[src/rtl/conv_scheduler.sv]
// Sequencing controller for the convolution PE array: loads kernel rows, then sweeps
// every output pixel issuing ifmap reads / PE enables, drains the pipe and hands off results.
module conv_scheduler #(
  parameter int unsigned NUM_ROW     = 7,
  parameter int unsigned NUM_COL     = 7,
  parameter int unsigned BUFFER_SIZE = 512,
  parameter int unsigned ADDR_WIDTH  = 9,
  parameter int unsigned PIPE_LAT    = 4
) (
  input  logic                  clk,
  input  logic                  rstn,
  input  logic [7:0]            kernel_size,
  input  logic [7:0]            ifmap_size,
  input  logic                  load_done,
  input  logic                  ofmap_ready,
  output logic                  weight_rd_en,
  output logic [7:0]            weight_rd_addr,
  output logic                  ifmap_rd_en,
  output logic [ADDR_WIDTH-1:0] ifmap_rd_addr,
  output logic                  pe_en,
  output logic                  psum_clear,
  output logic                  ofmap_valid,
  output logic                  ofmap_last,
  output logic                  busy,
  output logic                  done,
  output logic                  err_cfg
);

  localparam int unsigned KMAX = (NUM_ROW < NUM_COL) ? NUM_ROW : NUM_COL;
  localparam int unsigned CW   = (PIPE_LAT > 1) ? $clog2(PIPE_LAT) : 1;

  typedef enum logic [2:0] {IDLE, LOAD_W, COMPUTE, DRAIN, OUT, FIN} state_t;

  state_t          state, state_n;
  logic [7:0]      k_q, k_n, w_q, w_n, o_q, o_n;
  logic [7:0]      ky_q, ky_n, ox_q, ox_n, oy_q, oy_n;
  logic [CW-1:0]   cnt_q, cnt_n;
  logic [15:0]     area, addr_full;
  logic            cfg_bad, pix_last;
  logic            weight_rd_en_n, ifmap_rd_en_n, psum_clear_n;
  logic            ofmap_valid_n, ofmap_last_n, busy_n, done_n, err_cfg_n;
  logic [7:0]      weight_rd_addr_n;
  logic [ADDR_WIDTH-1:0] ifmap_rd_addr_n;

  // Configuration check on the raw inputs, evaluated while a load_done is offered
  always_comb begin
    area    = 16'(ifmap_size) * 16'(ifmap_size);
    cfg_bad = (kernel_size == 8'd0) || (32'(kernel_size) > KMAX) ||
              (kernel_size > ifmap_size) || (32'(area) > BUFFER_SIZE);
  end

  assign pix_last = (oy_q == o_q - 8'd1) && (ox_q == o_q - 8'd1);

  // Next-state and counter update
  always_comb begin
    state_n   = state;
    k_n       = k_q;
    w_n       = w_q;
    o_n       = o_q;
    ky_n      = ky_q;
    ox_n      = ox_q;
    oy_n      = oy_q;
    cnt_n     = cnt_q;
    err_cfg_n = 1'b0;
    case (state)
      IDLE: begin
        if (load_done) begin
          if (cfg_bad) begin
            err_cfg_n = 1'b1;
          end else begin
            state_n = LOAD_W;
            k_n     = kernel_size;
            w_n     = ifmap_size;
            o_n     = ifmap_size - kernel_size + 8'd1;
            ky_n    = 8'd0;
          end
        end
      end
      LOAD_W: begin
        if (ky_q == k_q - 8'd1) begin
          state_n = COMPUTE;
          ky_n    = 8'd0;
          ox_n    = 8'd0;
          oy_n    = 8'd0;
        end else begin
          ky_n = ky_q + 8'd1;
        end
      end
      COMPUTE: begin
        if (ky_q == k_q - 8'd1) begin
          state_n = DRAIN;
          cnt_n   = '0;
        end else begin
          ky_n = ky_q + 8'd1;
        end
      end
      DRAIN: begin
        if (cnt_q == CW'(PIPE_LAT - 1)) state_n = OUT;
        else                            cnt_n   = cnt_q + CW'(1);
      end
      OUT: begin
        if (ofmap_ready) begin
          if (pix_last) begin
            state_n = FIN;
          end else begin
            state_n = COMPUTE;
            ky_n    = 8'd0;
            if (ox_q == o_q - 8'd1) begin
              ox_n = 8'd0;
              oy_n = oy_q + 8'd1;
            end else begin
              ox_n = ox_q + 8'd1;
            end
          end
        end
      end
      FIN:     state_n = IDLE;
      default: state_n = IDLE;
    endcase
  end

  // Output decode from the upcoming state so registered outputs line up with it
  always_comb begin
    addr_full        = (16'(oy_n) + 16'(ky_n)) * 16'(w_n) + 16'(ox_n);
    weight_rd_en_n   = (state_n == LOAD_W);
    weight_rd_addr_n = (state_n == LOAD_W) ? ky_n : 8'd0;
    ifmap_rd_en_n    = (state_n == COMPUTE);
    ifmap_rd_addr_n  = (state_n == COMPUTE) ? ADDR_WIDTH'(addr_full) : '0;
    psum_clear_n     = (state_n == COMPUTE) && (ky_n == 8'd0);
    ofmap_valid_n    = (state_n == OUT);
    ofmap_last_n     = (state_n == OUT) && (oy_n == o_n - 8'd1) && (ox_n == o_n - 8'd1);
    busy_n           = (state_n != IDLE);
    done_n           = (state_n == FIN);
  end

  always_ff @(posedge clk or negedge rstn) begin
    if (!rstn) begin
      state          <= IDLE;
      k_q            <= '0;
      w_q            <= '0;
      o_q            <= '0;
      ky_q           <= '0;
      ox_q           <= '0;
      oy_q           <= '0;
      cnt_q          <= '0;
      weight_rd_en   <= 1'b0;
      weight_rd_addr <= '0;
      ifmap_rd_en    <= 1'b0;
      ifmap_rd_addr  <= '0;
      pe_en          <= 1'b0;
      psum_clear     <= 1'b0;
      ofmap_valid    <= 1'b0;
      ofmap_last     <= 1'b0;
      busy           <= 1'b0;
      done           <= 1'b0;
      err_cfg        <= 1'b0;
    end else begin
      state          <= state_n;
      k_q            <= k_n;
      w_q            <= w_n;
      o_q            <= o_n;
      ky_q           <= ky_n;
      ox_q           <= ox_n;
      oy_q           <= oy_n;
      cnt_q          <= cnt_n;
      weight_rd_en   <= weight_rd_en_n;
      weight_rd_addr <= weight_rd_addr_n;
      ifmap_rd_en    <= ifmap_rd_en_n;
      ifmap_rd_addr  <= ifmap_rd_addr_n;
      pe_en          <= ifmap_rd_en_n;
      psum_clear     <= psum_clear_n;
      ofmap_valid    <= ofmap_valid_n;
      ofmap_last     <= ofmap_last_n;
      busy           <= busy_n;
      done           <= done_n;
      err_cfg        <= err_cfg_n;
    end
  end

endmodule

[config.mk]
export PLATFORM = sky130hd
export DESIGN_NAME = conv_scheduler
export DESIGN_NICKNAME = d
export VERILOG_FILES = /design/src/rtl/conv_scheduler.sv
export SDC_FILE = /design/constraint.sdc
export NUM_CORES = 1
export LEC_CHECK = 0
export BUFFER_PORTS_ARGS = -buffer_cell sky130_fd_sc_hd__buf_2
export CAP_MARGIN = 10
export CORE_UTILIZATION = 40
export DETAILED_ROUTE_END_ITERATION = 6
export GPL_TIMING_DRIVEN = 0
export PLACE_DENSITY = 0.64
export SYNTH_ARGS = -nofsm -noshare
export SYNTH_HDL_FRONTEND = slang
export SYNTH_SLANG_ARGS = --single-unit
[constraint.sdc]
create_clock -name clk -period 10.95 [get_ports clk]
set_clock_uncertainty 0.15 [all_clocks]
set_input_delay 2.19 -clock clk [delete_from_list [all_inputs] [get_ports clk]]
set_output_delay 2.19 -clock clk [all_outputs]
set_load 0.1 [all_outputs]
==> results by group, run 1 <==
Outcome
  – Outcome: complete, but fails checks
  – Failing checks: setup timing

Clock network
  – Clock Pin Slew Worst Setup and Hold Paths: ~0.060 ns
  – CTS buffer count: 9
  – Root buffer cell: clkbuf_16
  – Hold-fix buffers at CTS: 0
  – Clock tree buffer depth: 2
  – Clock latency on the worst-skew pair: ~0.35 ns
  – CTS tree: done
  – Clock sinks: between 70 and 80
  – H-tree Lvls: 3

Layout
  – Layout cells sized above 1: 23.9%
  – Final net count: 1,259
  – Area growth syn-to-layout: 26.4%
  – Final cell count without fillers: 1,377
  – Ant diodes: 0
  – Final core occ: a little over half
  – Filler cells: between 1.5k and 2k

Synthesis
  – Async S/R FF share, synth: 100%
  – Mean Syn Cell Area: around 8.7 um^2
  – Mapped cell area: between 0.008 and 0.009 mm^2
  – Top post-synthesis cells by count: inv_1, nand2_1, ha_1
  – Leading area contributor after synthesis: dfrtp_1
  – Post-synth top area share: a little under a quarter
  – Top-count cell post-synth: inv_1
  – Area contributors post-synth: dfrtp_1, ha_1, fa_1
  – Post-synth EDFFs: 0
  – #FFs+latches synth: slightly below 80
  – Cells after Synth: a little under 1k
  – Distinct cells, synth: 75
  – Seq/Total Area, Yosys: around 23%
  – Syn nets: roughly 1.1k
  – Syn. warnings: 0
  – Main synth FF type: dfrtp_1

Timing
  – Setup ws final: -0.909 ns
  – Peak Freq: approximately 84 MHz
  – Tmin final: 11.86 ns
  – RSZ-0062 raised after global routing: true
  – Slew @ Worst Pin: 0.817 ns
  – Final Hold Fails: 0
  – Total negative setup slack: -1.47 ns
  – Fin crit share: 108%
  – Final setup violation count: 4
  – Final Max Slew Viols: 0
  – Worst slew margin: around 45%

Global routing
  – Largest net degree at the start of global routing: 59
  – First-pass GRT wire length: 36,700 um
  – Vias in the first global route: between 7k and 8k
  – Total grt overflow: 0
  – Initial antenna violation count: 0
  – Total track usage: about a fifth

Place
  – Cell count after placement: between 1k and 1.5k
  – Routability Congestion: 0.912
  – Port Buffers: 44
  – Dpl hpwl: 16,500 um

Job
  – Max_cap viols: 0

Route
  – Iter 0 DRT Violations: approximately 340
  – Routed wire per std cell: around 16 um
  – Routed WL: 22,400 um
  – Routed via count: 7,328
  – Drt drc: 0
  – Vias per cell: between 5 and 6
  – Drt pass-1 iters: 6
  – Routed Antenna Nets: 0

Worst hold path
  – Hold Path Class: flip-flop to flip-flop

Critical path
  – Crit path launch type: primary input
  – Slowest stage delay, CP: roughly 0.54 ns
  – CP Capture Type: flip-flop
  – Master of the slowest instance on the critical path: fa_1
  – Crit path top cell by count: fa_1
  – Crit path arrival time: roughly 12 ns
  – Critical Path RT: approximately 11 ns
  – Crit path max fanout: 8
  – CP Class: primary input to flip-flop

Floorplanning
  – Die Ht: about 150 um
  – Initial Util: about two fifths
  – Die Area: ~0.022 mm^2
  – Io pins: 46
  – Core Rows: 52
  – Core area: 0.0205 mm^2
  – Chip width: 148 um

Pwr
  – Leakage: ~0.005 uW
  – Maximum VDD drop: between 0.00009 and 0.0001 V
  – Pwr per Cell Area: roughly 150 mW/mm^2
-- where the power goes --
group	switching, uW	internal, uW
registers	18.6	306
logic	499	441
clock network	127	212
total	644	959
-- flip-flops by register name, summed over array words and instances (netlist names), 8 cells and up --
| signal | cells |
|---|---|
| ky_q | 8 |
| o_q | 8 |
| k_q | 8 |
| weight_rd_addr | 8 |
| ox_q | 8 |
| ifmap_rd_addr | 9 |
| oy_q | 8 |
| w_q | 8 |
-- cells in the final DEF (no fill, tap or decap), types with 9 or more instances in the layout --
| cell | n |
|---|---|
| nand2_1 | 84 |
| nor2_1 | 67 |
| ha_4 | 15 |
| and3_1 | 20 |
| a21o_1 | 17 |
| nand3_1 | 19 |
| buf_6 | 13 |
| o21ai_0 | 33 |
| clkbuf_16 | 9 |
| dfrtp_1 | 78 |
| xnor2_1 | 42 |
| nor2b_1 | 13 |
| xor2_1 | 18 |
| nor3_1 | 20 |
| clkbuf_1 | 19 |
| mux2i_1 | 11 |
| inv_1 | 109 |
| a21oi_1 | 33 |
| nand2b_1 | 11 |
| buf_4 | 72 |
| inv_2 | 13 |
| and2_1 | 17 |
| fa_1 | 45 |
| buf_2 | 37 |
| ha_1 | 64 |
-- final cells by class --
class                           count  area [um^2]  area share (%)
Multi-Input combinational cell    735         6530            60.9
Inverter                          131          529            4.94
Clock inverter                      5         81.3           0.759
Buffer                             24          105           0.981
Tap cell                          270          338            3.15
Clock buffer                       11          253            2.36
Timing Repair Buffer              123          933            8.71
Sequential cell                    78         1950            18.2
-- kinds of logic (layout without fill, tap and decap cells) --
kind of cell    Yosys count  count (layout)  share of synthesized area, %
xor+xnor                 74              74                          8.78
fa+ha+maj               137             137                          24.8
buf+inv                 158             294                          7.25
mux                      19              19                          2.52
flops                    78              78                          23.0
compound gates          175             175                          13.8
simple gates            330             330                          19.8
-- layer usage --
metal	GRT usage, %	up-vias	routed length, um
met5	0	-	0
met4	6.80	0	482
met3	2.22	40	638
met2	37.8	130	11400
met1	26.8	3591	9870
li1	-	3567	-
-- final timing paths --
check	from	cells past startpoint	endpoint	slack [ns]
max in group asynchronous	rstn	2	ifmap_rd_addr[2]	8.49
min	k_q[7]	1	k_q[7]	0.37
max reg2reg	o_q[0]	36	ifmap_rd_addr[8]	2.22
min reg2reg	k_q[7]	1	k_q[7]	0.37
min in group asynchronous	rstn	1	weight_rd_addr[4]	1.57
max	ifmap_size[2]	47	ifmap_rd_addr[8]	-0.91
-- worst max-delay path, delay by kind of cell --
kind            cells  cell delay (ns)
fa+ha+maj          11             4.25
compound gates     11             1.91
mux                 1             0.20
xor+xnor            4             0.81
buf+inv            11             1.12
simple gates        9             1.43
-- repair_timing --
item / in CTS / in global routing
gates resized for setup: 57 / 55
setup endpoints to repair: 6 / 6
pin swaps: 33 / 37
setup buffers: 49 / 32
hold endpoints to repair: 0 / 0
-- through the flow --
step | instance area (um^2) | worst slack [ns] | power, uW | hold WS [ns]
finish | 10700 | -0.909 | 1600 | 0.370
global placement | 9250 | -2.07 | 1020 | 0.350
global route | 10700 | -1.30 | 1710 | 0.399
floorplan | 8690 | -0.656 | 875 | 0.311
detailed placement | 9280 | -2.11 | 1030 | 0.359
CTS | 10300 | -0.852 | 1500 | 0.378
(Power assumes the default switching activity.)
==> run 2, diff against run 1 <==
Settings changed: CORE_ASPECT_RATIO from default to 1.1, PLACE_DENSITY 0.64 to 0.66.
Clock period 10.95 ns to 10.6 ns, I/O delays scaled along.
==> results by group, run 2 (same netlist as run 1, synthesis figures left out) <==
Outcome
  – Outcome: complete, but fails checks
  – Failing checks: setup timing

Critical path
  – Reg2reg end: ifmap_rd_addr[8]
  – Slowest stage delay, CP: around 0.57 ns
  – Crit path arrival time: around 12 ns
  – Top delay family on crit path: adder cells
  – Crit path max fanout: 8
  – Reg2reg start: o_q[0]
  – CP endpoint: ifmap_rd_addr[8]
  – R2R setup slack: roughly 1.9 ns
  – CP Class: primary input to flip-flop
  – Critical Path RT: around 11 ns
  – Crit path launch type: primary input
  – CP Capture Type: flip-flop
  – Crit path from: ifmap_size[3]
  – Critical path depth: 43
  – Crit path top cell by count: fa_1
  – R2R depth: 33
  – Worst Path Buf+Inv: 10
  – Master of the slowest instance on the critical path: fa_2

Place
  – Routability Congestion: approximately 0.92
  – Cell count after placement: between 1k and 1.5k
  – Port Buffers: 44
  – Dpl hpwl: between 15,000 and 20,000 um

Layout
  – Layout cells sized above 1: between 10% and 20%
  – Final net count: 1,233
  – Top reg by flops: ifmap_rd_addr
  – Commonest cells after routing, fill and taps aside: inv_1, nand2_1, dfrtp_1, ha_1, nor2_1
  – Most common cell after layout, fill and taps aside: inv_1
  – Ant diodes: 0
  – Area growth syn-to-layout: 21.0%
  – Max reg flops: 9
  – Final cell count without fillers: 1,337

Global routing
  – Total grt overflow: 0
  – Total track usage: approximately a fifth
  – Initial antenna violation count: 0
  – Vias in the first global route: just over 7k
  – Largest net degree at the start of global routing: 46
  – First-pass GRT wire length: 36,000 um

Floorplanning
  – Die Ht: approximately 150 um
  – Core Rows: 55
  – Chip width: roughly 140 um
  – Initial Util: between 40% and 50%
  – Die Area: 0.0218 mm^2
  – Core area: a little over 0.02 mm^2
  – Io pins: between 40 and 50

Timing
  – Setup ws final: -1.18 ns
  – Worst slew margin: 38.6%
  – Peak Freq: about 85 MHz
  – Slew @ Worst Pin: roughly 0.91 ns
  – Final Hold Fails: 0
  – RSZ-0062 raised after global routing: true
  – Tmin final: about 12 ns
  – Final Max Slew Viols: 0
  – Fin crit share: 111%
  – Final setup violation count: 4

Route
  – Routed Antenna Nets: 0
  – Iter 0 DRT Violations: 364
  – Drt pass-1 iters: 5
  – Routed WL: around 22,000 um
  – Routed via count: about 7.2k
  – Routed wire per std cell: about 16 um
  – Drt drc: 0
  – Vias per cell: approximately 5.4

Clock network
  – Clock Pin Slew Worst Setup and Hold Paths: 0.07 ns
  – H-tree Lvls: 3
  – Clock tree buffer depth: 2
  – Hold-fix buffers at CTS: 0
  – Root buffer cell: clkbuf_16
  – Clock latency on the worst-skew pair: about 0.36 ns
  – CTS tree: done
  – Clock sinks: a little under 80
  – CTS buffer count: 9

Pwr
  – Pwr per Cell Area: between 150 and 200 mW/mm^2
  – Total design power: around 1600 uW
  – Leakage: ~0.005 uW
  – Maximum VDD drop: between 0.00008 and 0.00009 V

Job
  – Max_cap viols: 0

Worst hold path
  – Hold Path Class: flip-flop to flip-flop
run 2: cell count changes in the layout (fill, tap and decap cells not counted), sizes merged:
| cell | change |
|---|---|
| buf | -25 |
| bufinv | -1 |
| clkbuf | -3 |
| clkinv | +3 |
run 2: worst min path at each step:
stage	startpoint	to	slack (ns)	depth (start not counted)
floorplan	w_q[6]	w_q[6]	0.31	2
global placement	w_q[6]	w_q[6]	0.35	2
detailed placement	w_q[6]	w_q[6]	0.35	2
CTS	w_q[6]	w_q[6]	0.37	2
global route	k_q[7]	k_q[7]	0.41	1
finish	w_q[6]	w_q[6]	0.37	2
run 2: repair_timing:
action	in CTS	in global routing
pin swaps	37	22
gates resized for setup	51	16
setup endpoints to repair	6	6
buffers inserted	42	9
hold endpoints to repair	0	0
run 2: power breakdown:
part / switching (uW) / internal [uW]
clock: 143 / 186
sequential: 19.0 / 316
combinational: 484 / 411
total: 645 / 912
run 2: worst min-delay path, stage by stage, from the launching register on:
cell and delay [ns]:
dfrtp_1 0.32, nand2_1 0.05, nand2_1 0.10
run 2: routing by layer:
metal | track usage (%) | routed length, um | up-vias | part of all wire, %
met5 | 0 | 0 | - | 0
met4 | 7.45 | 574 | 0 | 2.7
met3 | 2.57 | 756 | 42 | 3.5
met2 | 37.7 | 10900 | 163 | 50
met1 | 25.9 | 9390 | 3504 | 44
li1 | - | - | 3518 | -
run 2: final cells by class:
cell class	count	area, um^2
flip-flops and latches	78	1950
multi-input cells	735	6340
fillers	1953	10400
plain buffers	25	116
inverters	131	527
clock inverters	7	83.8
clock buffers	9	225
repair buffers	96	698
well taps	256	320
run 2: stage by stage:
| step | utilization, % | hold slack [ns] | setup TNS [ns] | area (um^2) | setup WS (ns) |
|---|---|---|---|---|---|
| floorplan | - | 0.311 | -1.52 | 8690 | -0.936 |
| global placement | 44.7 | 0.347 | -7.86 | 9230 | -2.28 |
| detailed placement | 44.8 | 0.352 | -8.30 | 9260 | -2.36 |
| CTS | 49.0 | 0.370 | -2.06 | 10100 | -1.08 |
| global route | 49.7 | 0.408 | -4.71 | 10300 | -1.59 |
| finish | 49.7 | 0.365 | -2.62 | 10300 | -1.18 |
==> run 3, diff against run 2 <==
Settings changed: ABC_AREA from default to 1, PLACE_DENSITY 0.66 to default.
==> results by group, run 3 <==
Global routing
  – First-pass GRT wire length: approximately 39,000 um
  – Initial antenna violation count: 0
  – Largest net degree at the start of global routing: 55
  – Vias in the first global route: around 8.0k
  – Total track usage: between 20% and 30%
  – Total grt overflow: 0

Timing
  – Worst slew margin: about two fifths
  – Setup ws final: -0.320 ns
  – Slew @ Worst Pin: around 0.92 ns
  – Final Hold Fails: 0
  – RSZ-0062 raised after global routing: true
  – Tmin final: around 11 ns
  – Fin crit share: 103%
  – Peak Freq: between 90 and 100 MHz
  – Hold WS: 0.342 ns
  – Final setup violation count: 1
  – Final Max Slew Viols: 0

Synthesis
  – Async S/R FF share, synth: 100%
  – Distinct cells, synth: between 40 and 50
  – Area contributors post-synth: dfrtp_1, nand2_1, inv_1
  – Top post-synthesis cells by count: nand2_1, inv_1, nand3_1
  – Seq/Total Area, Yosys: between 20% and 30%
  – #FFs+latches synth: 78
  – Post-synth top area share: roughly 22%
  – Mean Syn Cell Area: about 7 um^2
  – Post-synth EDFFs: 0
  – Cells after Synth: 1,288
  – Mapped cell area: about 0.009 mm^2
  – Leading area contributor after synthesis: dfrtp_1
  – Main synth FF type: dfrtp_1
  – Syn. warnings: 0
  – Syn nets: ~1.4k
  – Top-count cell post-synth: nand2_1

Route
  – Drt pass-1 iters: 5
  – Routed WL: about 23,000 um
  – Routed wire per std cell: approximately 14 um
  – Iter 0 DRT Violations: 343
  – Routed Antenna Nets: 0
  – Drt drc: 0
  – Routed via count: slightly above 8k
  – Vias per cell: a little under 5

Critical path
  – Crit path top cell by count: nand2_2
  – Crit path max fanout: 5
  – CP Capture Type: flip-flop
  – Crit path arrival time: approximately 11 ns
  – Critical Path RT: approximately 11 ns
  – Slowest stage delay, CP: ~0.56 ns
  – Crit path launch type: primary input
  – CP Class: primary input to flip-flop
  – Master of the slowest instance on the critical path: fa_1

Layout
  – Layout cells sized above 1: a little under a fifth
  – Most common cell after layout, fill and taps aside: nand2_1
  – Ant diodes: 0
  – Filler cells: 2,198
  – Top reg by flops: ifmap_rd_addr
  – Area growth syn-to-layout: 19.1%
  – Final net count: 1,535
  – Max reg flops: 9
  – Commonest cells after routing, fill and taps aside: nand2_1, inv_1, nand3_1, nor2_1, dfrtp_1

Clock network
  – CTS buffer count: 9
  – Clock Pin Slew Worst Setup and Hold Paths: 0.06 ns
  – Clock sinks: 78
  – Clock latency on the worst-skew pair: approximately 0.35 ns
  – CTS tree: done
  – Root buffer cell: clkbuf_16
  – Hold-fix buffers at CTS: 0
  – H-tree Lvls: 3
  – Clock tree buffer depth: 2

Job
  – Max_cap viols: 0

Worst hold path
  – Hold Path Class: flip-flop to flip-flop

Floorplanning
  – Core area: about 0.022 mm^2
  – Io pins: 46
  – Die Ht: roughly 160 um
  – Chip width: about 140 um
  – Initial Util: 40.7%
  – Die Area: between 0.02 and 0.025 mm^2
  – Core Rows: between 50 and 60

Place
  – Dpl hpwl: approximately 18,000 um
  – Port Buffers: 43
  – Routability Congestion: between 0.8 and 0.9

Outcome
  – Failing checks: setup timing
  – Outcome: complete, but fails checks
## run 3: cells by family after synthesis
kind of cell | Yosys count | synth area share (%)
AO/OA/AOI/OAI | 89 | 5.81
adder cells (fa/ha/maj) | 137 | 23.5
AND/OR/NAND/NOR | 630 | 31.2
XOR/XNOR | 44 | 4.45
buffers and inverters | 310 | 13.3
flip-flops | 78 | 21.8
## run 3: what timing repair did
| action | CTS | global route |
|---|---|---|
| resized for setup | 63 | 40 |
| endpoints found under the hold margin | 0 | 0 |
| buffers inserted | 33 | 4 |
| setup endpoints to repair | 5 | 3 |
| pin swaps | 68 | 60 |
## run 3: final timing paths
kind	start	to	slack [ns]	cells after the start
min in group asynchronous	rstn	weight_rd_en	1.52	1
worst min-delay path	k_q[7]	k_q[7]	0.34	2
worst max-delay path	ifmap_size[3]	ifmap_rd_addr[8]	-0.32	56
worst max register to register	o_q[0]	ifmap_rd_addr[8]	2.92	45
worst min register to register	k_q[7]	k_q[7]	0.34	2
max in group asynchronous	rstn	ifmap_rd_addr[4]	8.17	2
## run 3: worst max-delay path: cells and delay by family
| family | cells | cell delay, ns |
|---|---|---|
| AOI/OAI and AO/OA | 6 | 0.84 |
| xor gates and xnor gates | 2 | 0.32 |
| adders and majority gates | 12 | 5.09 |
| buffers and inverters | 13 | 0.81 |
| and+or+nand+nor | 23 | 1.82 |
## run 3: final cells by class
class                           instances  area (um^2)  share of cell area [%]
Tap cell                              295          369                    3.46
Sequential cell                        78         1950                    18.3
Multi-Input combinational cell        900         6260                    58.6
Clock inverter                          6         68.8                   0.644
Buffer                                 14          125                    1.17
Inverter                              294         1110                    10.4
Clock buffer                           10          229                    2.14
Timing Repair Buffer                   81          572                    5.35
## run 3: metrics by stage
| stage | setup TNS [ns] | area, um^2 | util, % | instances | setup WS [ns] |
|---|---|---|---|---|---|
| after floorplan | -0.0412 | 9160 | - | 1288 | -0.0412 |
| after global placement | -3.00 | 9740 | 44.2 | 1626 | -1.32 |
| after detailed placement | -3.30 | 9770 | 44.3 | 1627 | -1.39 |
| after CTS | -0.187 | 10500 | 47.8 | 1675 | -0.187 |
| after global routing | -0.920 | 10700 | 48.5 | 1678 | -0.747 |
| final | -0.320 | 10700 | 48.5 | 1678 | -0.320 |
## run 3: layer usage
metal	up-vias	wire, um	GRT usage [%]
li1	4133	-	-
met1	3766	10300	27.9
met2	132	11300	37.3
met3	24	671	2.41
met4	0	407	6.46
met5	-	0	0
Power of run 3 is not shown: default switching activity piles up to over one toggle a cycle in this logic, so the estimate is an artifact.
